**config.mk**
```make
export PLATFORM = sky130hd
export DESIGN_NAME = m_control_fsm_flat
export DESIGN_NICKNAME = d
export VERILOG_FILES = /design/src/rtl/m_control_fsm_pkg.sv /design/src/rtl/m_control_fsm_if.sv /design/src/rtl/m_control_fsm_alu_decode.sv /design/src/rtl/m_control_fsm.sv /design/src/flat_wrapper.sv
export SDC_FILE = /design/constraint.sdc
export NUM_CORES = 1
export LEC_CHECK = 0
export BUFFER_PORTS_ARGS = -buffer_cell sky130_fd_sc_hd__buf_2
export CORE_UTILIZATION = 40
export CTS_CLUSTER_DIAMETER = 30
export DETAILED_ROUTE_END_ITERATION = 10
export HOLD_SLACK_MARGIN = 0.1
export PLACE_DENSITY = 0.84
export SLEW_MARGIN = 20
export SYNTH_ARGS = -nofsm -noshare
export SYNTH_HDL_FRONTEND = slang
export SYNTH_SLANG_ARGS = --single-unit
```
**constraint.sdc**
```tcl
create_clock -name clk -period 4.4 [get_ports clk]
set_clock_uncertainty 0.1 [all_clocks]
set_input_delay 0.44 -clock clk [delete_from_list [all_inputs] [get_ports clk]]
set_output_delay 0.44 -clock clk [all_outputs]
set_load 0.03 [all_outputs]
```
**src/rtl/m_control_fsm_pkg.sv**
```systemverilog
// Shared encodings for the multi-cycle control unit: states, opcodes,
// R-type functs and ALU operation codes.
package ctrl_pkg;

  typedef enum logic [3:0] {
    S_IF       = 4'd0,
    S_ID       = 4'd1,
    S_MEM_ADDR = 4'd2,
    S_MEM_RD   = 4'd3,
    S_LW_WB    = 4'd4,
    S_MEM_WR   = 4'd5,
    S_R_EXE    = 4'd6,
    S_R_WB     = 4'd7,
    S_BEQ      = 4'd8,
    S_J        = 4'd9,
    S_I_EXE    = 4'd10,
    S_I_WB     = 4'd11,
    S_BNE      = 4'd12
  } state_t;

  // Which flavour of ALU operation the current state asks for.
  typedef enum logic [1:0] {
    CLS_ADD = 2'd0,
    CLS_SUB = 2'd1,
    CLS_R   = 2'd2,
    CLS_I   = 2'd3
  } alu_cls_t;

  localparam logic [5:0] OP_R    = 6'b000000;
  localparam logic [5:0] OP_LW   = 6'b100011;
  localparam logic [5:0] OP_SW   = 6'b101011;
  localparam logic [5:0] OP_BEQ  = 6'b000100;
  localparam logic [5:0] OP_BNE  = 6'b000101;
  localparam logic [5:0] OP_J    = 6'b000010;
  localparam logic [5:0] OP_ADDI = 6'b001000;
  localparam logic [5:0] OP_SLTI = 6'b001010;

  localparam logic [5:0] FN_ADD = 6'b100000;
  localparam logic [5:0] FN_SUB = 6'b100010;
  localparam logic [5:0] FN_AND = 6'b100100;
  localparam logic [5:0] FN_OR  = 6'b100101;
  localparam logic [5:0] FN_XOR = 6'b100110;
  localparam logic [5:0] FN_NOR = 6'b100111;
  localparam logic [5:0] FN_SLT = 6'b101010;

  localparam logic [2:0] ALU_AND = 3'b000;
  localparam logic [2:0] ALU_OR  = 3'b001;
  localparam logic [2:0] ALU_ADD = 3'b010;
  localparam logic [2:0] ALU_XOR = 3'b011;
  localparam logic [2:0] ALU_NOR = 3'b100;
  localparam logic [2:0] ALU_SUB = 3'b110;
  localparam logic [2:0] ALU_SLT = 3'b111;

endpackage

```
**src/rtl/m_control_fsm_if.sv**
```systemverilog
// Control/datapath bundle: master is the control FSM, slave is the
// datapath plus memory bus that consumes the controls.
interface m_control_fsm_if;
  logic [31:0] Inst;
  logic        zero;
  logic        MIO_ready;
  logic        IorD;
  logic        IRWrite;
  logic [1:0]  RegDst;
  logic        RegWrite;
  logic [1:0]  MemtoReg;
  logic        ALUSrcA;
  logic [1:0]  ALUSrcB;
  logic [1:0]  PCSource;
  logic        PCWrite;
  logic        PCWriteCond;
  logic        Branch;
  logic [2:0]  ALU_operation;
  logic        mem_w;
  logic [3:0]  state;
  logic        illegal;

  modport master (
    input  Inst, zero, MIO_ready,
    output IorD, IRWrite, RegDst, RegWrite, MemtoReg, ALUSrcA, ALUSrcB,
           PCSource, PCWrite, PCWriteCond, Branch, ALU_operation, mem_w,
           state, illegal
  );

  modport slave (
    output Inst, zero, MIO_ready,
    input  IorD, IRWrite, RegDst, RegWrite, MemtoReg, ALUSrcA, ALUSrcB,
           PCSource, PCWrite, PCWriteCond, Branch, ALU_operation, mem_w,
           state, illegal
  );
endinterface

```
**src/rtl/m_control_fsm_alu_decode.sv**
```systemverilog
// Maps (state class, opcode, funct) to an ALU op; funct_ok flags a
// supported R-type funct so ID can reuse it for the illegal check.
module alu_decode
  import ctrl_pkg::*;
(
  input  alu_cls_t   cls,
  input  logic [5:0] opcode,
  input  logic [5:0] funct,
  output logic [2:0] alu_op,
  output logic       funct_ok
);

  logic [2:0] r_op;

  always_comb begin
    r_op     = ALU_ADD;
    funct_ok = 1'b1;
    case (funct)
      FN_ADD:  r_op = ALU_ADD;
      FN_SUB:  r_op = ALU_SUB;
      FN_AND:  r_op = ALU_AND;
      FN_OR:   r_op = ALU_OR;
      FN_XOR:  r_op = ALU_XOR;
      FN_NOR:  r_op = ALU_NOR;
      FN_SLT:  r_op = ALU_SLT;
      default: funct_ok = 1'b0;
    endcase
  end

  always_comb begin
    alu_op = ALU_ADD;
    case (cls)
      CLS_SUB: alu_op = ALU_SUB;
      CLS_R:   alu_op = r_op;
      CLS_I:   alu_op = (opcode == OP_SLTI) ? ALU_SLT : ALU_ADD;
      default: alu_op = ALU_ADD;
    endcase
  end

endmodule

```
**src/rtl/m_control_fsm.sv**
```systemverilog
// Moore sequencer for the multi-cycle MIPS-subset datapath. Mealy paths:
// BNE PCWrite (follows zero) and the ID illegal pulse (follows Inst).
//
// state    | meaning
// IF       | fetch, PC+4; wait for MIO_ready
// ID       | decode, branch target into ALUOut
// MEM_ADDR | base + offset for lw/sw
// MEM_RD   | read data memory; wait for MIO_ready
// LW_WB    | memory data to rt
// MEM_WR   | write data memory; wait for MIO_ready
// R_EXE    | R-type ALU op from funct
// R_WB     | ALU result to rd
// BEQ      | compare, conditional PC write
// J        | jump target to PC
// I_EXE    | addi/slti with sign-extended immediate
// I_WB     | ALU result to rt
// BNE      | compare, PC write when not zero
module m_control_fsm
  import ctrl_pkg::*;
(
  input logic         clk,
  input logic         rst_n,
  m_control_fsm_if.master bus
);

  state_t     state_q, state_nxt;
  alu_cls_t   alu_cls;
  logic [5:0] opcode, funct;
  logic       funct_ok;
  logic       unused_inst;

  assign opcode      = bus.Inst[31:26];
  assign funct       = bus.Inst[5:0];
  assign unused_inst = ^bus.Inst[25:6];
  assign bus.state   = state_q;

  alu_decode u_alu_decode (
    .cls      (alu_cls),
    .opcode   (opcode),
    .funct    (funct),
    .alu_op   (bus.ALU_operation),
    .funct_ok (funct_ok)
  );

  always_ff @(posedge clk or negedge rst_n) begin
    if (!rst_n) state_q <= S_IF;
    else        state_q <= state_nxt;
  end

  always_comb begin
    state_nxt       = state_q;
    alu_cls         = CLS_ADD;
    bus.IorD        = 1'b0;
    bus.IRWrite     = 1'b0;
    bus.RegDst      = 2'b00;
    bus.RegWrite    = 1'b0;
    bus.MemtoReg    = 2'b00;
    bus.ALUSrcA     = 1'b0;
    bus.ALUSrcB     = 2'b00;
    bus.PCSource    = 2'b00;
    bus.PCWrite     = 1'b0;
    bus.PCWriteCond = 1'b0;
    bus.Branch      = 1'b0;
    bus.mem_w       = 1'b0;
    bus.illegal     = 1'b0;
    case (state_q)
      S_IF: begin
        bus.IRWrite = 1'b1;
        bus.PCWrite = 1'b1;
        bus.ALUSrcB = 2'b01;
        if (bus.MIO_ready) state_nxt = S_ID;
      end
      S_ID: begin
        bus.ALUSrcB = 2'b11;
        case (opcode)
          OP_LW, OP_SW:     state_nxt = S_MEM_ADDR;
          OP_BEQ:           state_nxt = S_BEQ;
          OP_BNE:           state_nxt = S_BNE;
          OP_J:             state_nxt = S_J;
          OP_ADDI, OP_SLTI: state_nxt = S_I_EXE;
          OP_R: begin
            state_nxt   = funct_ok ? S_R_EXE : S_IF;
            bus.illegal = ~funct_ok;
          end
          default: begin
            state_nxt   = S_IF;
            bus.illegal = 1'b1;
          end
        endcase
      end
      S_MEM_ADDR: begin
        bus.ALUSrcA = 1'b1;
        bus.ALUSrcB = 2'b10;
        state_nxt   = (opcode == OP_SW) ? S_MEM_WR : S_MEM_RD;
      end
      S_MEM_RD: begin
        bus.IorD = 1'b1;
        if (bus.MIO_ready) state_nxt = S_LW_WB;
      end
      S_LW_WB: begin
        bus.MemtoReg = 2'b01;
        bus.RegWrite = 1'b1;
        state_nxt    = S_IF;
      end
      S_MEM_WR: begin
        bus.IorD  = 1'b1;
        bus.mem_w = 1'b1;
        if (bus.MIO_ready) state_nxt = S_IF;
      end
      S_R_EXE: begin
        bus.ALUSrcA = 1'b1;
        alu_cls     = CLS_R;
        state_nxt   = S_R_WB;
      end
      S_R_WB: begin
        bus.RegDst   = 2'b01;
        bus.RegWrite = 1'b1;
        state_nxt    = S_IF;
      end
      S_BEQ: begin
        bus.ALUSrcA     = 1'b1;
        alu_cls         = CLS_SUB;
        bus.PCWriteCond = 1'b1;
        bus.Branch      = 1'b1;
        bus.PCSource    = 2'b01;
        state_nxt       = S_IF;
      end
      S_BNE: begin
        bus.ALUSrcA  = 1'b1;
        alu_cls      = CLS_SUB;
        bus.PCSource = 2'b01;
        bus.PCWrite  = ~bus.zero;
        state_nxt    = S_IF;
      end
      S_J: begin
        bus.PCWrite  = 1'b1;
        bus.PCSource = 2'b10;
        state_nxt    = S_IF;
      end
      S_I_EXE: begin
        bus.ALUSrcA = 1'b1;
        bus.ALUSrcB = 2'b10;
        alu_cls     = CLS_I;
        state_nxt   = S_I_WB;
      end
      S_I_WB: begin
        bus.RegWrite = 1'b1;
        state_nxt    = S_IF;
      end
      default: state_nxt = S_IF;
    endcase
  end

endmodule

```
**src/flat_wrapper.sv**
```systemverilog
// flat-port wrapper written by rule: the top's interface ports become plain ports
module m_control_fsm_flat import ctrl_pkg::*;
  (clk, rst_n, bus_Inst, bus_zero, bus_MIO_ready, bus_IorD, bus_IRWrite, bus_RegDst, bus_RegWrite, bus_MemtoReg, bus_ALUSrcA, bus_ALUSrcB, bus_PCSource, bus_PCWrite, bus_PCWriteCond, bus_Branch, bus_ALU_operation, bus_mem_w, bus_state, bus_illegal);
  m_control_fsm_if bus_i ();
  input logic clk;
  input logic rst_n;
  input wire logic [$bits(bus_i.Inst)-1:0] bus_Inst;
  input wire logic [$bits(bus_i.zero)-1:0] bus_zero;
  input wire logic [$bits(bus_i.MIO_ready)-1:0] bus_MIO_ready;
  output wire logic [$bits(bus_i.IorD)-1:0] bus_IorD;
  output wire logic [$bits(bus_i.IRWrite)-1:0] bus_IRWrite;
  output wire logic [$bits(bus_i.RegDst)-1:0] bus_RegDst;
  output wire logic [$bits(bus_i.RegWrite)-1:0] bus_RegWrite;
  output wire logic [$bits(bus_i.MemtoReg)-1:0] bus_MemtoReg;
  output wire logic [$bits(bus_i.ALUSrcA)-1:0] bus_ALUSrcA;
  output wire logic [$bits(bus_i.ALUSrcB)-1:0] bus_ALUSrcB;
  output wire logic [$bits(bus_i.PCSource)-1:0] bus_PCSource;
  output wire logic [$bits(bus_i.PCWrite)-1:0] bus_PCWrite;
  output wire logic [$bits(bus_i.PCWriteCond)-1:0] bus_PCWriteCond;
  output wire logic [$bits(bus_i.Branch)-1:0] bus_Branch;
  output wire logic [$bits(bus_i.ALU_operation)-1:0] bus_ALU_operation;
  output wire logic [$bits(bus_i.mem_w)-1:0] bus_mem_w;
  output wire logic [$bits(bus_i.state)-1:0] bus_state;
  output wire logic [$bits(bus_i.illegal)-1:0] bus_illegal;
  assign bus_i.Inst = bus_Inst;
  assign bus_i.zero = bus_zero;
  assign bus_i.MIO_ready = bus_MIO_ready;
  assign bus_IorD = bus_i.IorD;
  assign bus_IRWrite = bus_i.IRWrite;
  assign bus_RegDst = bus_i.RegDst;
  assign bus_RegWrite = bus_i.RegWrite;
  assign bus_MemtoReg = bus_i.MemtoReg;
  assign bus_ALUSrcA = bus_i.ALUSrcA;
  assign bus_ALUSrcB = bus_i.ALUSrcB;
  assign bus_PCSource = bus_i.PCSource;
  assign bus_PCWrite = bus_i.PCWrite;
  assign bus_PCWriteCond = bus_i.PCWriteCond;
  assign bus_Branch = bus_i.Branch;
  assign bus_ALU_operation = bus_i.ALU_operation;
  assign bus_mem_w = bus_i.mem_w;
  assign bus_state = bus_i.state;
  assign bus_illegal = bus_i.illegal;
  m_control_fsm u_core (.clk(clk), .rst_n(rst_n), .bus(bus_i));
endmodule
```
# After elaboration in Yosys (flattened, before gate mapping)
# Cells that the tools add are included.
# Widths: inputs -> output; s select.
[op_classes]
n_eq_ne = 32
bitwise_logic = 2
n_reduce_logical = 13
muxes = 25
[op_table]
columns = ["operator", "count"]
rows = [
  ["$eq 6x6->1 const B", 9],
  ["$pmux 4 s7", 1],
  ["$pmux 4 s6", 1],
  ["$eq 4x4->1 const B", 5],
  ["$pmux 3 s6", 1],
  ["$eq 4x3->1 const B", 4],
  ["$reduce_or 7->1", 2],
  ["$eq 6x3->1 const B", 2],
  ["$eq 6x4->1 const B", 2],
  ["$mux 4", 3],
  ["$pmux 2 s3", 2],
  ["$reduce_or 2->1", 6],
  ["$mux 1", 10],
  ["$mux 3", 3],
  ["$pmux 3 s3", 1],
  ["$eq 4x2->1 const B", 2],
  ["$eq 6x2->1 const B", 1],
  ["$logic_not 6->1", 1],
  ["$ne 2x2->1 const B", 3],
  ["$reduce_or 5->1", 1],
  ["$eq 2x2->1 const B", 2],
  ["$eq 4x1->1 const B", 1],
  ["$logic_not 4->1", 1],
  ["$pmux 1 s2", 2],
  ["5 further kinds", 6],
]
[totals]
word_cells = 73
in_bits = 36
register_bits = 4
out_inout_bits = 24

# Longest topological paths before layout
[depth]
ltp_word = 6
depth_mapped = 5
mapped_depth_nobuf = 4

# Modules after synthesis
# From an unflattened synthesis, not the netlist that was laid out.
[hier_totals]
cells_unflattened = 112
area_unflattened_um2 = 729.4
[modules_own_cells]
columns = ["mod", "seq_area_each_um2", "n_inst", "cells_each", "area_each_um2"]
rows = [
  ["m_control_fsm", 100.1, 1, 90, 575.6],
  ["alu_decode", 0.0, 1, 22, 153.9],
]

# Worst setup path before layout
# No wires, ideal clock.
[synth_timing]
path_kind = "reg-to-output"
start = "register u_core.state_q[2], in the netlist u_core.bus.state[2]"
end = "output port bus_PCWriteCond"
path_slack_ns = 1.947
required_ns = 3.860
path_buffers = 2
stages_incl_launch_ff = 5
arrival_ns = 1.913
cell_sequence = "dfrtp_1 > clkbuf_1 > nand2b_1 > nor3_1 > buf_4"
[synth_via]
elab_chain_len = 2
[synth_rtl]
columns = ["item", "line", "source"]
rows = [
  ["start: declaration", "m_control_fsm.sv:26", "state_t state_q, state_nxt;"],
  ["start signal: assignment", "m_control_fsm.sv:47", "else state_q <= state_nxt;"],
  ["$eq 4x4->1", "n/a", ""],
  ["$mux 1", "n/a", ""],
  ["end: declaration", "flat_wrapper.sv:19", "output wire logic [$bits(bus_i.PCWriteCond)-1:0] bus_PCWriteCond;"],
]
# Every way passes these cells.

# Worst setup path in the final report
[layout_timing]
start = "register u_core.state_q[1], in the netlist u_core.bus.state[1]"
end = "output port bus_ALU_operation[2]"
[layout_via]
elab_chain_len = 5
word_cells_on_any_way = 10
classes_between = "eq/ne: 7; mux: 2; reduce/logical: 1"
[layout_rtl]
columns = ["item", "line", "source"]
rows = [
  ["$eq 4x4->1", "m_control_fsm.sv:66", "case (state_q)"],
  ["$reduce_or 2->1 (no source line)", "n/a", ""],
  ["$pmux 2 s3 (*)", "m_control_fsm.sv:66", ""],
  ["$eq 2x2->1 or $eq 2x1->1 (tied branches)", "m_control_fsm_alu_decode.sv:32", "case (cls)"],
  ["$pmux 3 s3 (*)", "m_control_fsm_alu_decode.sv:32", ""],
  ["end: declaration", "flat_wrapper.sv:21", "output wire logic [$bits(bus_i.ALU_operation)-1:0] bus_ALU_operation;"],
]
# Mark *: on every way between the ends. The rest lies on a longest branch, timed or not.

==> impl_metrics.tcl <==
set metrics [dict create \
    status "finished, violations left" \
    violations "design-rule violations" \
    drt_iter0_markers 26 \
    ff2ff_setup_slack_ps 2520 \
    grt.busiest_layer "met2" \
    wl_microns 1877 \
    grt_use_total 0.2033 \
    drive_gt1_frac 0.3282 \
    synth_warnings 0 \
    maxCapViolCount 0 \
    grt_antenna_before_repair 0 \
    max_freq_mhz 384.3 \
    grt_pass1_vias 715 \
    worst_skew_pair.late_latency_ps 230 \
    startpoint_type "flop" \
    dpl_worst_slack_ps 2059 \
    clkTransAtPathRegs_ps 40 \
    clkSinkCount 4 \
    end_kind "output port" \
    fin_tns_setup_ps 0 \
    rsz0062_at_grt "false" \
    async_flop_share 1.000 \
    area_delta_synth_final_pct 26.58 \
    cts_tree "done" \
    total_power_w 0.0003823 \
    max-slew-margin-rel 0.6193 \
    cts_inserted_buffers 3 \
    layout_common_cells "buf_2, nor2_1, nand2b_1, nand2_1, nor3_1" \
    post-place-cells 143 \
    h-tree-depth 1 \
    critPathArrivalTime_ps 2060 \
    io_buffer_count 37 \
    largest_reg_flops 4 \
    grt_max_degree 21 \
    cts_resized 0 \
    routabilityCongestion 0.8408 \
    syn_inst 99 \
    fin_util 0.5618 \
    nets 169 \
    postCtsHoldBufs 1 \
    powerDensity_nw_per_um2 436.5 \
    vias 859 \
    synth.distinct_cells 41 \
    diodes 0 \
    dp_hpwl_microns 1410 \
    ys_seq_elements 4 \
    grt_pass1_wl_microns 2994 \
    die_h_microns 43.59 \
    netlist_area_sq_um 691.9 \
    die_w_microns 43.59 \
    vias_per_cell 5.844 \
    boundaryPins 60 \
    worst_slew_pin_slew_ps 571.1 \
    overflow 0 \
    dieArea_sq_um 1900 \
    finalMaxSlewViolations 0 \
    use_met2 0.3493 \
    synth_edf_count 0 \
    vdd_ir_drop_max_mv 0.1816 \
    avgSynthCellArea_sq_um 6.989 \
    num_rows 14 \
    p_leak_nw 0.4090 \
    hold_path_class "input pin to async pin" \
    synth_flop_cell "dfrtp_1" \
    fillers 145 \
    postCtsSetupRepairBufs 0 \
    setup-violations-final 0 \
    critPathMaxFanout 17 \
    cp.required_ps 3860 \
    wire_per_inst_microns 12.77 \
    period_minus_slack_ps 2602 \
    core_region_area_sq_um 1559 \
    setup_ws_ps 1798 \
    drc 4 \
    final_cells 147 \
    fin_crit_sh 0.5914 \
    met3_usage 0.03333 \
    hold_viol 0 \
    start_util 0.4438 \
    grtUsageMet1 0.2634 \
    clockRootBuffer "clkbuf_4" \
    final_common_cell "buf_2" \
    dr.pass1.iters 7 \
    clockBufferDepth 2 \
    path_class "flop to output port" \
    seq_area_frac_synth 0.1447 \
    postRouteAntennaNets 0 \
]
[per-stage QoR]
stage	area [sq um]	hold WS, ps
floorplan	695.7	44.41
global placement	843.3	142.7
detailed placement	843.3	148.3
CTS	875.8	440.9
global route	875.8	460.7
finish	875.8	435.6
[Yosys cell counts, drive strengths merged, types with 2 or more instances]
library cell / n / area share
clkbuf: 5 / 0.027
nand3: 2 / 0.014
o21ai: 5 / 0.036
nor3b: 2 / 0.022
inv: 3 / 0.016
dfrtp: 4 / 0.14
nor3: 7 / 0.051
nand2b: 8 / 0.083
nand2: 7 / 0.038
a31oi: 2 / 0.018
nor2b: 2 / 0.018
a32o: 2 / 0.029
and2: 2 / 0.018
nor2: 9 / 0.049
o22ai: 2 / 0.018
a21oi: 5 / 0.036
buf: 5 / 0.056
xnor2: 2 / 0.025
nor4: 4 / 0.036
mux2i: 3 / 0.043
[worst max-delay path, stage by stage (launching register included)]
cell       delay, ps
dfrtp_1          630
nand2b_1         280
nor3_1           340
o2111ai_1        170
a31oi_1          180
buf_2            220
[report_power, final]
part,internal [W],switching [W]
combinational,0.0000922,0.000165
sequential,0.0000444,0.0000358
clock,0.0000304,0.0000141
[final timing paths]
path                       depth (start not counted)                       startpoint                         endpoint
setup / recovery                                   5  u_core.bus.state[1]$_DFFE_PN0P_             bus_ALU_operation[2]
hold / removal                                     2                            rst_n  u_core.bus.state[2]$_DFFE_PN0P_
setup reg to reg                                   4  u_core.bus.state[1]$_DFFE_PN0P_  u_core.bus.state[3]$_DFFE_PN0P_
hold reg to reg                                    2  u_core.bus.state[3]$_DFFE_PN0P_  u_core.bus.state[3]$_DFFE_PN0P_
max in group asynchronous                          2                            rst_n  u_core.bus.state[3]$_DFFE_PN0P_
min in group clk                                   4                     bus_Inst[30]  u_core.bus.state[2]$_DFFE_PN0P_
[cell families after synthesis]
group                     synth area share
AOI/OAI and AO/OA                   0.2532
and+or+nand+nor                     0.4159
DFF                                 0.1447
muxes                              0.04340
buffers and inverters              0.09945
other                             0.005420
xor gates and xnor gates           0.03798
[routing by layer]
layer,share of wire,vias up
met2,0.47,47
met1,0.45,376
met3,0.079,4
met5,0,-
met4,0.0069,0
li1,-,432
[final cells by class]
cell class                      instances  area [sq um]  area share
Clock buffer                            3         22.52     0.02571
Timing Repair Buffer                   38         195.2      0.2229
Sequential cell                         4         100.1      0.1143
Inverter                                3         11.26     0.01286
Multi-Input combinational cell         83         526.8      0.6014
Tap cell                               16         20.02     0.02286
No activity file was read; power rests on OpenSTA's default activity.
